## src/rtl/ahb_arbiter.sv

```systemverilog
// AHB bus arbiter: picks the bus owner among up to four masters at legal handover points.
// Latency: 1 Hclk from request to grant on an idle bus. All outputs are registered.
// Backpressure: Hready=0 freezes owner, beat count, data-phase owner and lock state.
// Build option: define AHB_ARB_FIXED_PRIO_EN for lowest-index-wins priority instead of round-robin.
module ahb_arbiter #(
    parameter int NUM_MASTERS    = 4,
    parameter int DEFAULT_MASTER = 0
) (
    input  logic                   Hclk,
    input  logic                   Hresetn,
    input  logic [NUM_MASTERS-1:0] Hbusreq,
    input  logic [NUM_MASTERS-1:0] Hlock,
    input  logic [1:0]             Htrans,
    input  logic [2:0]             Hburst,
    input  logic                   Hready,
    output logic [NUM_MASTERS-1:0] Hgrant,
    output logic [1:0]             Hmaster,
    output logic [1:0]             Hmaster_data,
    output logic                   Hmastlock
);

    localparam logic [1:0] TRANS_IDLE   = 2'b00;
    localparam logic [1:0] TRANS_NONSEQ = 2'b10;
    localparam logic [1:0] TRANS_SEQ    = 2'b11;
    localparam logic [2:0] BURST_SINGLE = 3'd0;
    localparam logic [2:0] BURST_INCR   = 3'd1;

    logic [1:0]             master_q;
    logic [1:0]             master_d;
    logic [1:0]             master_data_q;
    logic [NUM_MASTERS-1:0] grant_q;
    logic                   mastlock_q;
    logic                   mastlock_d;
    logic [4:0]             rem_q;
    logic [4:0]             rem_d;
    logic                   owner_lock;
    logic                   owner_req;
    logic [1:0]             sel;
    logic                   fixed_burst;
    logic                   hp;

    // One-hot decode of an owner index into the grant vector.
    function automatic logic [NUM_MASTERS-1:0] onehot(input logic [1:0] idx);
        logic [NUM_MASTERS-1:0] v;
        v = '0;
        for (int j = 0; j < NUM_MASTERS; j++) begin
            if (2'(j) == idx) v[j] = 1'b1;
        end
        return v;
    endfunction

    // Handover detection, next-owner choice and beat-counter next state.
    always_comb begin
        owner_lock = 1'b0;
        owner_req  = 1'b0;
        for (int j = 0; j < NUM_MASTERS; j++) begin
            if (2'(j) == master_q) begin
                owner_lock = Hlock[j];
                owner_req  = Hbusreq[j];
            end
        end

        // With no requester at all the bus parks on the default master.
        sel = 2'(DEFAULT_MASTER);
`ifdef AHB_ARB_FIXED_PRIO_EN
        for (int j = NUM_MASTERS - 1; j >= 0; j--) begin
            if (Hbusreq[j]) sel = 2'(j);
        end
`else
        begin : rr_search
            logic found;
            found = 1'b0;
            // Start one above the owner so the owner itself is checked last.
            for (int k = 1; k <= NUM_MASTERS; k++) begin
                for (int j = 0; j < NUM_MASTERS; j++) begin
                    if (!found && Hbusreq[j] && (j == (int'(master_q) + k) % NUM_MASTERS)) begin
                        found = 1'b1;
                        sel   = 2'(j);
                    end
                end
            end
        end
`endif

        fixed_burst = (Hburst[2:1] != 2'b00);
        hp = Hready && !owner_lock &&
             ((Htrans == TRANS_IDLE) ||
              (Htrans == TRANS_NONSEQ && Hburst == BURST_SINGLE) ||
              (Htrans == TRANS_SEQ && fixed_burst && rem_q == 5'd1) ||
              (Hburst == BURST_INCR && Htrans[1] && !owner_req));

        master_d = hp ? sel : master_q;

        mastlock_d = 1'b0;
        for (int j = 0; j < NUM_MASTERS; j++) begin
            if (2'(j) == master_d) mastlock_d = Hlock[j];
        end

        rem_d = rem_q;
        if (Htrans == TRANS_NONSEQ) begin
            case (Hburst[2:1])
                2'b01:   rem_d = 5'd3;
                2'b10:   rem_d = 5'd7;
                2'b11:   rem_d = 5'd15;
                default: rem_d = 5'd0;
            endcase
        end else if (Htrans == TRANS_SEQ && rem_q != 5'd0) begin
            rem_d = rem_q - 5'd1;
        end
    end

    // Owner/grant state: every register advances only on accepted address phases.
    always_ff @(posedge Hclk or negedge Hresetn) begin
        if (!Hresetn) begin
            master_q      <= 2'(DEFAULT_MASTER);
            master_data_q <= 2'(DEFAULT_MASTER);
            grant_q       <= onehot(2'(DEFAULT_MASTER));
            mastlock_q    <= 1'b0;
            rem_q         <= 5'd0;
        end else if (Hready) begin
            master_q      <= master_d;
            master_data_q <= master_q;
            grant_q       <= onehot(master_d);
            mastlock_q    <= mastlock_d;
            rem_q         <= rem_d;
        end
    end

    assign Hmaster      = master_q;
    assign Hmaster_data = master_data_q;
    assign Hgrant       = grant_q;
    assign Hmastlock    = mastlock_q;

endmodule

```

## config.mk

```make
export PLATFORM = sky130hd
export DESIGN_NAME = ahb_arbiter
export DESIGN_NICKNAME = d
export VERILOG_FILES = /design/src/rtl/ahb_arbiter.sv
export SDC_FILE = /design/constraint.sdc
export NUM_CORES = 1
export LEC_CHECK = 0
export BUFFER_PORTS_ARGS = -buffer_cell sky130_fd_sc_hd__buf_2
export CORE_UTILIZATION = 30
export CTS_CLUSTER_SIZE = 24
export DETAILED_ROUTE_END_ITERATION = 8
export PLACE_DENSITY = 0.56
export SKIP_LAST_GASP = 1
export SYNTH_ARGS = -nofsm -noshare
export SYNTH_HDL_FRONTEND = slang
export SYNTH_SLANG_ARGS = --single-unit
```

## constraint.sdc

```tcl
create_clock -name Hclk -period 3 [get_ports Hclk]
set_input_delay 0.75 -clock Hclk [delete_from_list [all_inputs] [get_ports Hclk]]
set_output_delay 0.75 -clock Hclk [all_outputs]
set_load 0.01 [all_outputs]
```

==> summary.md, run 1 <==
| Metric | Value |
|---|---|
| Die width | `56.3 um` |
| Row Count | `19` |
| Main synth FF type | `dfrtp_1` |
| Root Driver | `clkbuf_4` |
| Total track usage | `0.136` |
| Worst vdd ir | `0.442 mV` |
| Final Wtd Congestion | `0.706` |
| Cell Area, Synth | `885 um2` |
| Net Count, Synth | `109` |
| Chip height | `56.3 um` |
| Synth-to-layout area growth | `20.9%` |
| Post-synthesis async set-or-reset flop share | `1.00` |
| CTS buffer count | `3` |
| Post-synthesis sequential area ratio | `0.397` |
| Final wirelength | `1940 um` |
| Critical Path AT | `2.76 ns` |
| Detailed placement HPWL | `1450 um` |
| Wire length of the first global-routing pass | `3410 um` |
| CP Max Fanout | `6` |
| Initial antenna violation count | `0` |
| Max Fclk | `383 MHz` |
| Via count | `770` |
| H-Tree Depth | `1` |
| DR WL/cell | `13.0 um` |
| DRT antenna net count | `0` |
| Cell Pwr Density | `809 mW/mm2` |
| CTS sink cnt | `14` |
| Starting Density | `0.318` |
| # hold bufs at CTS | `0` |
| N_diodes | `0` |
| Hold Crit Class | `input port to async pin` |
| Synth area leader | `dfrtp_1` |
| IO buf count | `24` |
| Hold Worst Slack | `0.352 ns` |
| EDFF count, synth | `0` |
| Worst setup path startpoint | `Hbusreq[3]` |
| Vias per cell | `5.17` |
| Worst Path Class, Setup | `input port to flip-flop` |
| Worst-Skew Late Latency | `0.27 ns` |
| Number of fillers in the final layout | `290` |
| Number of global-route vias before repair | `815` |
| Final setup viols | `0` |
| CP Launch Type | `input port` |
| Final worst-path cycle share | `0.871` |
| RSZ-0062 raised after global routing | `no` |
| Nets@finish | `137` |
| Worst Tran Pin Value | `0.586 ns` |
| Critical path required time | `3.15 ns` |
| # IOs | `25` |
| Fin crit period | `2.61 ns` |
| Synth cell types | `35` |
| Warnings from Yosys | `0` |
| Slew margin rel. | `0.604` |
| Global-route congestion overflow total | `0` |
| Final Hold Vio Count | `0` |
| Synthesized instance count | `91` |
| Post-CTS Setup Inserts | `0` |
| Leading post-synthesis cells by cell area | `dfrtp_1, inv_1, o21ai_0, nand2b_1, a21oi_1` |
| Clk buf depth | `2` |
| Largest net degree at the start of global routing | `15` |
| P_leak | `0.495 nW` |
| Iter 0 DRT Violations | `19` |
| Drc violations | `0` |
| Max cap viols | `0` |
| Core area | `0.00278 mm2` |
| Drt pass-1 iters | `4` |
| Syn avg cell area | `9.72 um2` |
| Worst setup EP type | `flip-flop` |
| CTS tree | `yes` |
| Clock Pin Slew Worst Setup and Hold Paths | `0.09 ns` |
| DIE AREA | `0.00317 mm2` |
| Fin Setup TNS | `0 ns` |
| Final Max Slew Viols | `0` |
| Reg2reg start | `Hmaster[1]` |
| Fin Clk Skew | `0.00819 ns` |
| Share of cells above drive strength 1 | `0.356` |
| Status | `complete, no violations` |
| Top-area cell type share of the netlist area | `0.368` |
| CTS resizes | `0` |
| Register bit total from synthesis | `14` |
==> per-layer routing <==
| layer | routed length [um] | vias to the layer above | track usage |
|---|---|---|---|
| met4 | 17 | 0 | 0.0523 |
| met5 | 0 | - | 0 |
| met3 | 84 | 2 | 0.0207 |
| met2 | 920 | 22 | 0.243 |
| li1 | - | 386 | - |
| met1 | 919 | 360 | 0.165 |
==> where the power goes <==
part           internal, mW  switching (mW)  leakage [nW]
Sequential            0.273          0.0680         0.168
Clock                0.0514          0.0575        0.0150
Combinational         0.209           0.207         0.313
Total                 0.533           0.332         0.495
==> cell type report <==
type                            count  area [um2]  share of cell area
Timing Repair Buffer               25         128               0.119
Sequential cell                    14         352               0.329
Clock buffer                        4        26.3              0.0246
Multi-Input combinational cell     64         484               0.453
Inverter                           11        41.3              0.0386
Tap cell                           31        38.8              0.0363
==> per-stage QoR <==
| step | total power, mW | worst slack [ns] | area [um2] | cells | util |
|---|---|---|---|---|---|
| floorplan | 0.619 | 0.375 | 885 | 91 | - |
| global placement | 0.753 | 0.160 | 1040 | 145 | 0.375 |
| detailed placement | 0.759 | 0.122 | 1040 | 145 | 0.375 |
| CTS | 0.875 | 0.391 | 1070 | 149 | 0.385 |
| global route | 0.932 | 0.353 | 1070 | 149 | 0.385 |
| finish | 0.865 | 0.387 | 1070 | 149 | 0.385 |
==> critical path: stages <==
cell and delay [ns]:
buf_2 0.12, mux4_2 0.47, or4_4 0.51, a21oi_2 0.23, mux2_4 0.37, mux2i_1 0.17
o221ai_1 0.14
==> logic make-up (layout without fill, tap and decap cells) <==
kind of cell / after synthesis / in the layout / synth area share
compound gates: 28 / 28 / 0.223
simple gates: 26 / 26 / 0.158
flops: 14 / 14 / 0.397
buf+inv: 13 / 40 / 0.0552
mux: 8 / 8 / 0.137
fa+ha+maj: 2 / 2 / 0.0283
==> flip-flops by register name, summed over array words and instances (netlist names) <==
name,count
Hmaster_data,2
Hmaster,2
Hgrant,4
Hmastlock,1
rem_q,5
==> synth_stat cells (2+ instances only) <==
library cell,count
nand2b_1,5
o21ai_0,7
a21oi_1,6
mux2i_1,2
inv_1,11
nor3_1,3
mux2_4,2
nand2_1,7
nor2_1,3
ha_1,2
mux2_2,2
o22ai_1,2
o211ai_1,2
clkbuf_1,2
nand3_1,2
dfrtp_1,13
nor2b_1,2
==> final timing paths <==
| kind | endpoint | slack [ns] | depth (start not counted) |
|---|---|---|---|
| setup reg to reg | Hmastlock | 0.56 | 6 |
| setup / recovery | Hmastlock | 0.39 | 7 |
| min in group Hclk | Hgrant[0] | 0.49 | 2 |
| hold reg to reg | Hgrant[0] | 0.49 | 2 |
| hold / removal | Hmaster[0] | 0.35 | 1 |
| max in group asynchronous | Hgrant[0] | 2.35 | 1 |
==> cell usage in the layout (no fill, tap or decap), types with 2 or more instances in the layout <==
cell type / n
nor3_1: 3
nor2b_1: 2
o211ai_1: 2
a21oi_1: 6
buf_2: 24
clkbuf_4: 3
nand3_1: 2
ha_1: 2
nor2_1: 3
o21ai_0: 7
mux2_2: 2
dfrtp_1: 13
mux2_4: 2
nand2_1: 7
nand2b_1: 5
mux2i_1: 2
inv_1: 11
o22ai_1: 2
Note: power is estimated with default switching activity, not from simulation.
==> run 2: changes to the inputs <==
==> config.mk (replaced) <==
export PLATFORM = sky130hd
export DESIGN_NAME = ahb_arbiter
export DESIGN_NICKNAME = d
export VERILOG_FILES = /design/src/rtl/ahb_arbiter.sv
export SDC_FILE = /design/constraint.sdc
export NUM_CORES = 1
export LEC_CHECK = 0
export BUFFER_PORTS_ARGS = -buffer_cell sky130_fd_sc_hd__clkbuf_2
export CORE_UTILIZATION = 50
export CTS_CLUSTER_SIZE = 24
export DETAILED_ROUTE_END_ITERATION = 8
export PLACE_DENSITY = 0.82
export SKIP_LAST_GASP = 1
export SYNTH_ARGS = -nofsm -noshare
export SYNTH_HDL_FRONTEND = slang
export SYNTH_SLANG_ARGS = --single-unit
==> run 2 against run 1 <==
  * The flow now finishes with violations (DRC)
  * Non-clock buffer count fell by 1
  * Sequential share of layout area rose by 0.51 points
  * Final area fell by 1.5%
  * Register-to-register slack got worse by 0.10 ns
  * First-iteration DRC count fell by 21%
  * Global-route usage rose by 11 points
  * Utilization rose by 28 points
  * Sequential cell count did not move
  * Fmax rose by 2.6%
  * Setup slack improved by 0.065 ns
  * Critical endpoint is now Hgrant[1]
  * Highest routed layer unchanged
==> summary.md, run 2 (synthesis gave the netlist of run 1 again) <==
| Metric | Value |
|---|---|
| CTS resizes | `0 (unchanged)` |
| Initial antenna violation count | `0 (unchanged)` |
| N_diodes | `0 (unchanged)` |
| Worst Path Class, Setup | `input port to flip-flop` |
| GR Layer Usage met2 | `0.444 (+0.201)` |
| Iter 0 DRT Violations | `15 (-4)` |
| Starting Density | `0.561 (+0.243)` |
| Cell Count Post-Placement | `129 (-11%)` |
| DR WL/cell | `15.7 um (+20%)` |
| CTS tree | `yes` |
| Nets@finish | `136 (-0.73%)` |
| Post-Place Worst Slack | `0.156 ns (+0.0334 ns)` |
| Via count | `814 (+5.7%)` |
| Final worst-path cycle share | `0.849 (-0.0218)` |
| Critical path cell sequence | `clkbuf_2 > mux4_2 > or4_4 > a221oi_2 > a2bb2oi_2 > nor2_2 > mux2_4` |
| Worst vdd ir | `0.456 mV (+3.2%)` |
| Synth-to-layout area growth | `19.1%` |
| RSZ-0062 raised after global routing | `no` |
| Final wirelength | `2090 um (+7.4%)` |
| Core area | `0.00158 mm2 (-43%)` |
| GRT busiest layer | `met2` |
| DIE AREA | `0.00194 mm2 (-39%)` |
| CP Launch Type | `input port` |
| Slowest CP cell | `or4_4` |
| Status | `finished, violations left` |
| Drt pass-1 iters | `6 (+2)` |
| Die width | `44.1 um (-22%)` |
| Final setup viols | `0 (unchanged)` |
| CTS buffer count | `3 (unchanged)` |
| Worst r2r dst | `Hgrant[1]` |
| Share of cells above drive strength 1 | `0.359 (+0.00304)` |
| Wire length of the first global-routing pass | `3450 um (+1.2%)` |
| CTS sink cnt | `14 (unchanged)` |
| Worst setup path startpoint | `Hbusreq[1]` |
| Worst setup EP type | `flip-flop` |
| P_leak | `0.499 nW (+0.83%)` |
| Slew margin rel. | `0.572 (-0.0316)` |
| Most frequent cells in the layout | `clkbuf_2, dfrtp_1, inv_1, o21ai_0, nand2_1` |
| Fin Setup TNS | `0 ns (unchanged)` |
| Met1 Resource Use GR | `0.292 (+0.127)` |
| Critical path required time | `3.18 ns (+0.03 ns)` |
| Fin crit period | `2.55 ns (-0.0654 ns)` |
| Final Wtd Congestion | `0.823 (+16%)` |
| GR Util met3 | `0.0367 (+0.0160)` |
| R2r setup slk | `0.46 ns (-0.10 ns)` |
| Max reg flops | `5 (unchanged)` |
| Post-CTS Setup Inserts | `0 (unchanged)` |
| WP buf/inv | `1 (unchanged)` |
| # hold bufs at CTS | `0 (unchanged)` |
| Row Count | `14 (-5)` |
| # IOs | `25 (unchanged)` |
| Root Driver | `clkbuf_4` |
| R2R cell count | `6 (unchanged)` |
| Clock Pin Slew Worst Setup and Hold Paths | `0.09 ns (about the same)` |
| Failing checks | `DRC` |
| Reg2reg start | `Hmaster[0]` |
| Cell Pwr Density | `852 mW/mm2 (+5.3%)` |
| IO buf count | `24 (unchanged)` |
| Crit-path leading delay family | `multiplexers` |
| Critical Path AT | `2.73 ns (-0.03 ns)` |
| Fin Clk Skew | `0.00785 ns (-0.000342 ns)` |
| Detailed placement HPWL | `1550 um (+7.1%)` |
| Worst Tran Pin Value | `0.633 ns (+0.0468 ns)` |
| Largest reg by FF count | `rem_q` |
| H-Tree Depth | `1 (unchanged)` |
| Clk buf depth | `2 (unchanged)` |
| Vias per cell | `6.12 (+18%)` |
| Final Max Slew Viols | `0 (unchanged)` |
| Commonest non-fill, non-tap cell in the layout | `clkbuf_2` |
| DRT antenna net count | `0 (unchanged)` |
| Global-route congestion overflow total | `0 (unchanged)` |
| Drc violations | `1 (+1)` |
| CP Max Fanout | `7 (+1)` |
| CP peak stage delay | `0.51 ns (about the same)` |
| Crit path depth | `7 (unchanged)` |
| Chip height | `44.1 um (-22%)` |
| Final setup margin | `0.453 ns (+0.0654 ns)` |
| Hold Crit Class | `input port to async pin` |
| Worst-Skew Late Latency | `0.29 ns (+0.02 ns)` |
| Non-Filler Instances | `133 (-11%)` |
| Worst Setup EP | `Hgrant[1]` |
| Hold Worst Slack | `0.339 ns (-0.0123 ns)` |
| Largest net degree at the start of global routing | `15 (unchanged)` |
| Max cap viols | `0 (unchanged)` |
| Max Fclk | `393 MHz (+2.6%)` |
| Total track usage | `0.251 (+0.115)` |
| Final Hold Vio Count | `0 (unchanged)` |
| Number of global-route vias before repair | `803 (-1.5%)` |
-- run 2: cell types whose count changed in the layout (fill, tap and decap cells not counted) --
cell / previous run / this run
clkbuf_1: 1 / 0
clkbuf_2: 0 / 24
buf_2: 24 / 0
clkbuf_8: 0 / 1
buf_4: 1 / 0
-- run 2: layer usage --
| layer | up-vias | routed length [um] | part of all wire |
|---|---|---|---|
| li1 | 385 | - | - |
| met1 | 390 | 828 | 0.40 |
| met2 | 30 | 1110 | 0.53 |
| met3 | 9 | 91 | 0.044 |
| met4 | 0 | 51 | 0.024 |
| met5 | - | 0 | 0 |
-- run 2: how the worst min path moves through the flow --
stage	start	end	slack, ns
2_1_floorplan	Hresetn	Hgrant[1]	0.45
3_3_place_gp	Hgrant[0]	Hgrant[0]	0.48
3_5_place_dp	Hgrant[0]	Hgrant[0]	0.47
4_1_cts	Hresetn	rem_q[4]	0.37
5_1_grt	Hresetn	Hmaster_data[0]	0.37
6_report	Hresetn	rem_q[4]	0.34
-- run 2: worst register-to-register path: stages, from the launching register on --
cell	delay, ns
dfrtp_1	0.50
mux4_2	0.53
or4_4	0.51
a221oi_2	0.25
a2bb2oi_2	0.32
nor2_2	0.06
mux2_4	0.26
-- run 2: layout make-up --
type / count / area (um2)
Multi-Input combinational cell: 64 / 484
Tap cell: 16 / 20.0
Timing Repair Buffer: 24 / 120
Sequential cell: 14 / 352
Fill cell: 137 / 523
Inverter: 11 / 41.3
Clock buffer: 4 / 36.3
-- run 2: power by group --
group / leakage (nW) / internal (mW) / switching [mW]
clock network: 0.0210 / 0.0740 / 0.0688
registers: 0.168 / 0.272 / 0.0825
logic: 0.311 / 0.199 / 0.200
-- run 2: per-stage QoR --
stage,cell area (um2),util,total power [mW]
2_1_floorplan,885,-,0.619
3_3_place_gp,1020,0.645,0.731
3_5_place_dp,1020,0.645,0.756
4_1_cts,1050,0.668,0.896
5_1_grt,1050,0.668,0.955
6_report,1050,0.668,0.897
